$ cat src/rtl/ahb_lite_pkg.sv
`default_nettype none
// ============================================================================
//  Module      : ahb_lite_pkg
//  Description : Shared definitions for the AHB-Lite master: HTRANS encodings,
//                default bus widths and the command / response record types.
//  Revision    : 1.0  initial release
// ============================================================================
package ahb_lite_pkg;

  localparam int AHB_ADDR_W = 10;
  localparam int AHB_DATA_W = 32;

  localparam logic [1:0] HTRANS_IDLE   = 2'b00;
  localparam logic [1:0] HTRANS_BUSY   = 2'b01;
  localparam logic [1:0] HTRANS_NONSEQ = 2'b10;
  localparam logic [1:0] HTRANS_SEQ    = 2'b11;

  typedef struct packed {
    logic                  write;
    logic [AHB_ADDR_W-1:0] addr;
    logic [AHB_DATA_W-1:0] wdata;
  } ahb_cmd_t;

  typedef struct packed {
    logic [AHB_DATA_W-1:0] rdata;
    logic                  err;
    logic                  write;
  } ahb_rsp_t;

endpackage
`default_nettype wire

$ cat src/rtl/ahb_rsp_fifo.sv
`default_nettype none
// ============================================================================
//  Module      : ahb_rsp_fifo
//  Description : Synchronous FIFO holding packed response records.
//  Ports       : i_clk      clock
//                i_rst_n    synchronous active-low reset (empties the FIFO)
//                i_push     write i_wdata (ignored when full without a pop)
//                i_wdata    record to store
//                i_pop      consume head entry (ignored when empty)
//                o_rdata    head entry
//                o_valid    FIFO not empty
//                o_count    number of stored entries
//  Revision    : 1.0  initial release
// ============================================================================
module ahb_rsp_fifo #(
  parameter int WIDTH = 34,
  parameter int DEPTH = 4,
  parameter int CNT_W = $clog2(DEPTH + 1)
) (
  input  logic             i_clk,
  input  logic             i_rst_n,
  input  logic             i_push,
  input  logic [WIDTH-1:0] i_wdata,
  input  logic             i_pop,
  output logic [WIDTH-1:0] o_rdata,
  output logic             o_valid,
  output logic [CNT_W-1:0] o_count
);

  localparam int PTR_W = (DEPTH > 1) ? $clog2(DEPTH) : 1;

  logic [WIDTH-1:0] r_mem [DEPTH];
  logic [PTR_W-1:0] r_wr_ptr;
  logic [PTR_W-1:0] r_rd_ptr;
  logic [CNT_W-1:0] r_count;

  logic w_full;
  logic w_empty;
  logic w_push;
  logic w_pop;

  // Pointers wrap explicitly so DEPTH need not be a power of two.
  function automatic logic [PTR_W-1:0] ptr_inc(input logic [PTR_W-1:0] p);
    return (p == PTR_W'(DEPTH - 1)) ? '0 : p + 1'b1;
  endfunction

  assign w_full  = (r_count == CNT_W'(DEPTH));
  assign w_empty = (r_count == '0);
  assign w_pop   = i_pop && !w_empty;
  assign w_push  = i_push && (!w_full || w_pop);

  always_ff @(posedge i_clk) begin
    if (!i_rst_n) begin
      r_wr_ptr <= '0;
      r_rd_ptr <= '0;
      r_count  <= '0;
    end else begin
      if (w_push) r_wr_ptr <= ptr_inc(r_wr_ptr);
      if (w_pop)  r_rd_ptr <= ptr_inc(r_rd_ptr);
      case ({w_push, w_pop})
        2'b10:   r_count <= r_count + 1'b1;
        2'b01:   r_count <= r_count - 1'b1;
        default: r_count <= r_count;
      endcase
    end
  end

  // Storage carries no reset; only the pointers define validity.
  always_ff @(posedge i_clk) begin
    if (w_push) r_mem[r_wr_ptr] <= i_wdata;
  end

  assign o_rdata = r_mem[r_rd_ptr];
  assign o_valid = !w_empty;
  assign o_count = r_count;

endmodule
`default_nettype wire

$ cat src/rtl/ahb_lite_master.sv
`default_nettype none
// ============================================================================
//  Module      : ahb_lite_master
//  Description : AHB-Lite master turning a valid/ready stream of single-word
//                commands into pipelined NONSEQ address/data phases, with one
//                response per command returned through a response FIFO.
//  Option      : define AHB_LITE_MASTER_TIMEOUT_EN to add a wait-state
//                watchdog (parameter TIMEOUT_CYCLES, output rsp_timeout).
//  Ports       : HCLK / HRESETn       clock, synchronous active-low reset
//                cmd_*                command stream (valid/ready)
//                rsp_*                response stream (valid/ready)
//                busy                 address or data phase in flight
//                H*                   AHB-Lite master bus signals
//  Revision    : 1.0  initial release
// ============================================================================
module ahb_lite_master
  import ahb_lite_pkg::*;
#(
  parameter int ADDR_W         = AHB_ADDR_W,
  parameter int DATA_W         = AHB_DATA_W,
`ifdef AHB_LITE_MASTER_TIMEOUT_EN
  parameter int TIMEOUT_CYCLES = 16,
`endif
  parameter int RSP_DEPTH      = 4
) (
  input  logic              HCLK,
  input  logic              HRESETn,
  input  logic              cmd_valid,
  output logic              cmd_ready,
  input  logic              cmd_write,
  input  logic [ADDR_W-1:0] cmd_addr,
  input  logic [DATA_W-1:0] cmd_wdata,
  output logic              rsp_valid,
  input  logic              rsp_ready,
  output logic [DATA_W-1:0] rsp_rdata,
  output logic              rsp_err,
  output logic              rsp_write,
`ifdef AHB_LITE_MASTER_TIMEOUT_EN
  output logic              rsp_timeout,
`endif
  output logic              busy,
  output logic [ADDR_W-1:0] HADDR,
  output logic [DATA_W-1:0] HWDATA,
  output logic [1:0]        HTRANS,
  output logic              HWRITE,
  output logic              HSEL,
  input  logic [DATA_W-1:0] HRDATA,
  input  logic              HRESP,
  input  logic              HREADY
);

  localparam int CNT_W = $clog2(RSP_DEPTH + 1);
`ifdef AHB_LITE_MASTER_TIMEOUT_EN
  localparam int TO_BIT = 1;
`else
  localparam int TO_BIT = 0;
`endif
  // Record layout: {rdata, err, write [, timeout]}
  localparam int RSP_W = DATA_W + 2 + TO_BIT;

  // Address-phase slot
  logic              r_ap_vld;
  logic              r_ap_write;
  logic [ADDR_W-1:0] r_ap_addr;
  logic [DATA_W-1:0] r_ap_wdata;
  // Data-phase slot
  logic              r_dp_vld;
  logic              r_dp_write;
  logic [DATA_W-1:0] r_dp_wdata;

  logic [CNT_W-1:0]  w_fifo_count;
  logic [CNT_W:0]    w_inflight;
  logic              w_accept;
  logic              w_advance;
  logic              w_force;
  logic              w_push;
  logic [DATA_W-1:0] w_push_rdata;
  logic              w_push_err;
  logic [RSP_W-1:0]  w_push_data;
  logic [RSP_W-1:0]  w_head;

`ifdef AHB_LITE_MASTER_TIMEOUT_EN
  localparam int TO_W = $clog2(TIMEOUT_CYCLES + 1);
  logic [TO_W-1:0] r_wait_cnt;
  logic            r_flush;
  logic            w_expire;

  assign w_expire = r_dp_vld && !HREADY && (r_wait_cnt == TO_W'(TIMEOUT_CYCLES));
  // The FIFO takes one push per cycle, so a pending address phase is retired
  // on the cycle after the data phase (r_flush).
  assign w_force  = w_expire || r_flush;

  always_ff @(posedge HCLK) begin
    if (!HRESETn) begin
      r_wait_cnt <= '0;
      r_flush    <= 1'b0;
    end else begin
      r_flush <= w_expire && r_ap_vld;
      if (HREADY || w_force)
        r_wait_cnt <= '0;
      else if (r_dp_vld)
        r_wait_cnt <= r_wait_cnt + 1'b1;
    end
  end
`else
  assign w_force = 1'b0;
`endif

  // Count every in-flight transfer against the FIFO so each is guaranteed a
  // slot when it completes.
  assign w_inflight = (CNT_W+1)'(w_fifo_count) + (CNT_W+1)'(r_ap_vld)
                    + (CNT_W+1)'(r_dp_vld);
  assign cmd_ready  = HREADY && !w_force && (w_inflight < (CNT_W+1)'(RSP_DEPTH));
  assign w_accept   = cmd_valid && cmd_ready;
  assign w_advance  = HREADY || w_force;
  assign w_push     = w_advance && r_dp_vld;

  assign w_push_rdata = (r_dp_write || w_force) ? '0 : HRDATA;
  assign w_push_err   = (HRESP && HREADY) || w_force;
`ifdef AHB_LITE_MASTER_TIMEOUT_EN
  assign w_push_data  = {w_push_rdata, w_push_err, r_dp_write, w_force};
`else
  assign w_push_data  = {w_push_rdata, w_push_err, r_dp_write};
`endif

  always_ff @(posedge HCLK) begin
    if (!HRESETn) begin
      r_ap_vld   <= 1'b0;
      r_ap_write <= 1'b0;
      r_ap_addr  <= '0;
      r_ap_wdata <= '0;
      r_dp_vld   <= 1'b0;
      r_dp_write <= 1'b0;
      r_dp_wdata <= '0;
    end else if (w_advance) begin
      r_dp_vld   <= r_ap_vld;
      r_dp_write <= r_ap_write;
      // HWDATA only moves for a real write; it holds otherwise.
      if (r_ap_vld && r_ap_write) r_dp_wdata <= r_ap_wdata;
      r_ap_vld   <= w_accept;
      // HADDR/HWRITE hold their last value while idle.
      if (w_accept) begin
        r_ap_write <= cmd_write;
        r_ap_addr  <= cmd_addr;
        r_ap_wdata <= cmd_wdata;
      end
    end
  end

  ahb_rsp_fifo #(
    .WIDTH (RSP_W),
    .DEPTH (RSP_DEPTH),
    .CNT_W (CNT_W)
  ) u_rsp_fifo (
    .i_clk   (HCLK),
    .i_rst_n (HRESETn),
    .i_push  (w_push),
    .i_wdata (w_push_data),
    .i_pop   (rsp_valid && rsp_ready),
    .o_rdata (w_head),
    .o_valid (rsp_valid),
    .o_count (w_fifo_count)
  );

  // Response fields read as zero while the FIFO is empty.
  assign rsp_rdata = rsp_valid ? w_head[RSP_W-1 -: DATA_W] : '0;
  assign rsp_err   = rsp_valid && w_head[TO_BIT+1];
  assign rsp_write = rsp_valid && w_head[TO_BIT];
`ifdef AHB_LITE_MASTER_TIMEOUT_EN
  assign rsp_timeout = rsp_valid && w_head[0];
`endif

  assign busy   = r_ap_vld || r_dp_vld;
  assign HTRANS = r_ap_vld ? HTRANS_NONSEQ : HTRANS_IDLE;
  assign HSEL   = r_ap_vld;
  assign HADDR  = r_ap_addr;
  assign HWRITE = r_ap_write;
  assign HWDATA = r_dp_wdata;

endmodule
`default_nettype wire

$ cat config.mk
export PLATFORM = sky130hd
export DESIGN_NAME = ahb_lite_master
export DESIGN_NICKNAME = d
export VERILOG_FILES = /design/src/rtl/ahb_lite_pkg.sv /design/src/rtl/ahb_rsp_fifo.sv /design/src/rtl/ahb_lite_master.sv
export SDC_FILE = /design/constraint.sdc
export NUM_CORES = 1
export LEC_CHECK = 0
export BUFFER_PORTS_ARGS = -buffer_cell sky130_fd_sc_hd__buf_2
export CORE_AREA = 2 2 152 154
export DETAILED_ROUTE_END_ITERATION = 10
export DIE_AREA = 0 0 154 156
export PLACE_DENSITY = 0.69
export SLEW_MARGIN = 20
export SYNTH_ARGS = -nofsm -noshare
export SYNTH_HDL_FRONTEND = slang
export SYNTH_HIERARCHICAL = 1
export SYNTH_SLANG_ARGS = --single-unit
$ cat constraint.sdc
create_clock -name HCLK -period 4.7 [get_ports HCLK]
set_input_delay 1.41 -clock HCLK [delete_from_list [all_inputs] [get_ports HCLK]]
set_output_delay 1.41 -clock HCLK [all_outputs]
set_load 0.01 [all_outputs]
==> flow_metrics.tcl <==
set metrics [dict create \
    gr-total-overflow 0 \
    hpwl_um 10900 \
    cp_top_family "flip-flops" \
    track_usage_pct 14.7 \
    p_int_mw 3.32 \
    drv_cap 0 \
    p_switching_mw 0.856 \
    drtPass1Iterations 5 \
    critPathSlowestCell "dfxtp_2" \
    synth_top_cell_by_area "edfxtp_1" \
    path_max_fanout 20 \
    r2r_cells 11 \
    hp-class "flop to flop" \
    cp-start-kind "flop" \
    cp.depth 4 \
    ys_warn_count 6 \
    final-hold-violation-count 0 \
    syn_inst 655 \
    path_cells "buf_12 > mux4_2 > and2_1 > buf_2" \
    htreeDepth 1 \
    final_common_cell "buf_2" \
    place_inst 1067 \
    post-cts-setup-buffers 0 \
    synth_seq_cells 223 \
    yosysTopAreaCellShare_pct 45.4 \
    busiest_layer "met2" \
    drtAntennaViolNets 0 \
    worstMarginPinSlew_ns 0.985 \
    synth_top_cells_by_area "edfxtp_1 (45%), dfxtp_1 (19%), mux4_2 (8.5%)" \
    die_h_um 156 \
    grt_max_degree 55 \
    numCtsBuffers 24 \
    hold_buffers 0 \
    viasPerCell 4.82 \
    die_area_mm2 0.0240 \
    combPwrFrac_pct 3.9 \
    post-route-min-period_ns 3.75 \
    r2r-end "u_rsp_fifo/o_count[2]" \
    yosysSeqAreaShare_pct 64.8 \
    syn_to_final_growth_pct 19.6 \
    layout_common_cells "buf_2 (161), nand2_1 (157), edfxtp_1 (136), dfxtp_1 (85), mux2i_1 (47)" \
    avgSynthCellArea_um2 13.7 \
    design.core.area_mm2 0.0224 \
    slew_headroom_pct 34.4 \
    fin_nets 897 \
    fmax_mhz 267 \
    power_frac_seq_pct 50.6 \
    r2r_slack_ns 2.04 \
    synth.cell_area_mm2 0.00899 \
    setup_violations 0 \
    fillers 1960 \
    async_flop_share_pct 0 \
    clk-insertion-delay-late_ns 0.51 \
    clk_pin_slew_ns 0.06 \
    multi_input_area_mm2 0.00283 \
    antenna_found_initial 3 \
    drt_wl_total_um 17900 \
    endpoint "rsp_rdata[14]" \
    initial_core_util_pct 40.2 \
    grt_pass1_wl_um 28300 \
    criticalPathCategory "flop to output pin" \
    switching_share_pct 20.5 \
    cp-end-kind "output pin" \
    clockPowerShare_pct 45.5 \
    cp.arrival_ns 2.34 \
    p_per_area_mw_per_mm2 388 \
    clock_tree.root_cell "clkbuf_16" \
    cp.required_ns 3.29 \
    slowest_delay_ns 0.70 \
    hold_slack_ns 0.452 \
    gp_congestion 0.740 \
    wl_per_cell_um 16.0 \
    met2_usage_pct 25.4 \
    rsz0062_at_grt "false" \
    dr_total_vias 5361 \
    grt_pass1_vias 5435 \
    drive_gt1_share_pct 30.9 \
    finalCritPeriodShare_pct 79.7 \
    synth.distinct_cells 35 \
    pin_count 164 \
    r2r-start "u_rsp_fifo/o_count[1]" \
    drc_errors 0 \
    fin_skew_ns 0.0103 \
    io_buffer_count 162 \
    cts_sinks 223 \
    rows 55 \
    vdd_drop_max_uv 294 \
    placed_cell_area_mm2 0.00993 \
    layout.cells.non_filler 1113 \
    register_area_mm2 0.00583 \
    tns_ns 0 \
    synth_flop_cell "edfxtp_1" \
    dieWidth_um 154 \
    cts_tree "yes" \
    timing.final.max_slew_violations 0 \
    grtUsageMet3_pct 5.17 \
    drt_iter0_drc 231 \
    clock_path_buffers 3 \
    ctsResizeCount 0 \
    run_status "finished clean" \
    synth.net_count 744 \
    leakage_nw 4.10 \
    stdcell_area_mm2 0.0107 \
    use_met1_pct 17.8 \
    path_buf_inv 2 \
    synth_edf_count 136 \
]
area by class of cell:
class,instances,share of cell area (%)
sequential,223,54.2
clock inverter,12,1.14
multi-input combinational,380,26.3
inverter,9,0.314
timing repair buffer,170,8.24
tap,285,3.32
antenna,2,0.0466
clock buffer,32,6.39
through the flow:
| step | setup WS (ns) | total power [mW] | util (%) |
|---|---|---|---|
| floorplan | 1.46 | 2.26 | - |
| global placement | 1.25 | 2.31 | 44.4 |
| detailed placement | 1.23 | 2.32 | 44.4 |
| CTS | 0.887 | 4.23 | 48.0 |
| global route | 0.801 | 4.32 | 48.0 |
| finish | 0.954 | 4.17 | 48.0 |
cells in the mapped netlist, types with 2 or more instances:
cell,count
dfxtp_1,87
buf_2,8
nand2_1,157
buf_6,2
ha_1,7
nand3_1,4
a21boi_1,8
nor2_1,2
inv_1,8
buf_4,3
edfxtp_1,136
mux2i_1,47
and2_1,43
a21boi_0,25
buf_12,7
mux4_2,34
nor2b_1,35
clkbuf_1,22
o21ai_0,4
per-layer routing:
layer / wire [um] / share of wire (%) / vias up
li1: - / - / 2597
met1: 7700 / 43 / 2575
met2: 8340 / 47 / 163
met3: 1520 / 8.5 / 24
met4: 292 / 1.6 / 2
met5: 11 / 0.062 / -
registers in the layout (all words and copies together) (netlist names), named ones only:
| signal | count |
|---|---|
| u_rsp_fifo/r_wr_ptr | 2 |
| u_rsp_fifo/o_count | 3 |
| u_rsp_fifo/r_rd_ptr | 2 |
| HADDR | 10 |
| r_ap_wdata | 32 |
| u_rsp_fifo/r_mem | 136 |
| HSEL | 1 |
| HWRITE | 1 |
| HWDATA | 32 |
| r_dp_write | 1 |
| r_dp_vld | 1 |
worst min-delay path by stage:
stage              startpoint              to  slack [ns]  cells after the start
2_1_floorplan  r_ap_wdata[18]      HWDATA[18]        0.43                      2
3_3_place_gp   r_ap_wdata[21]      HWDATA[21]        0.44                      2
3_5_place_dp        HWDATA[9]       HWDATA[9]        0.45                      2
4_1_cts            HWDATA[19]      HWDATA[19]        0.46                      2
5_1_grt        r_ap_wdata[26]  r_ap_wdata[26]        0.47                      2
6_report           HWDATA[19]      HWDATA[19]        0.45                      2
tightest hold or removal path: cells and delay by family, from the launching register on:
kind / cells / cell delay (ns)
compound gates: 1 / 0.05
flops: 1 / 0.31
simple gates: 1 / 0.05
power groups by stage:
stage	clock network, mW	registers (mW)	logic, mW
after detailed placement	0	2.15	0.164
final	1.90	2.11	0.161
after CTS	1.96	2.11	0.164
after global routing	2.02	2.11	0.180
after global placement	0	2.15	0.160
after floorplan	0	2.15	0.102
cells by family (layout without fill, tap and decap cells):
group	after synthesis	in the layout	synth area share, %
buffers and inverters	52	223	3.86
multiplexers	81	81	13.8
AO/OA/AOI/OAI	43	43	3.55
other	1	3	0.0417
XOR/XNOR	2	2	0.195
flip-flops	223	223	64.8
AND/OR/NAND/NOR	245	245	12.6
adder cells (fa/ha/maj)	8	8	1.20
Power figures use the tool's default switching activity.
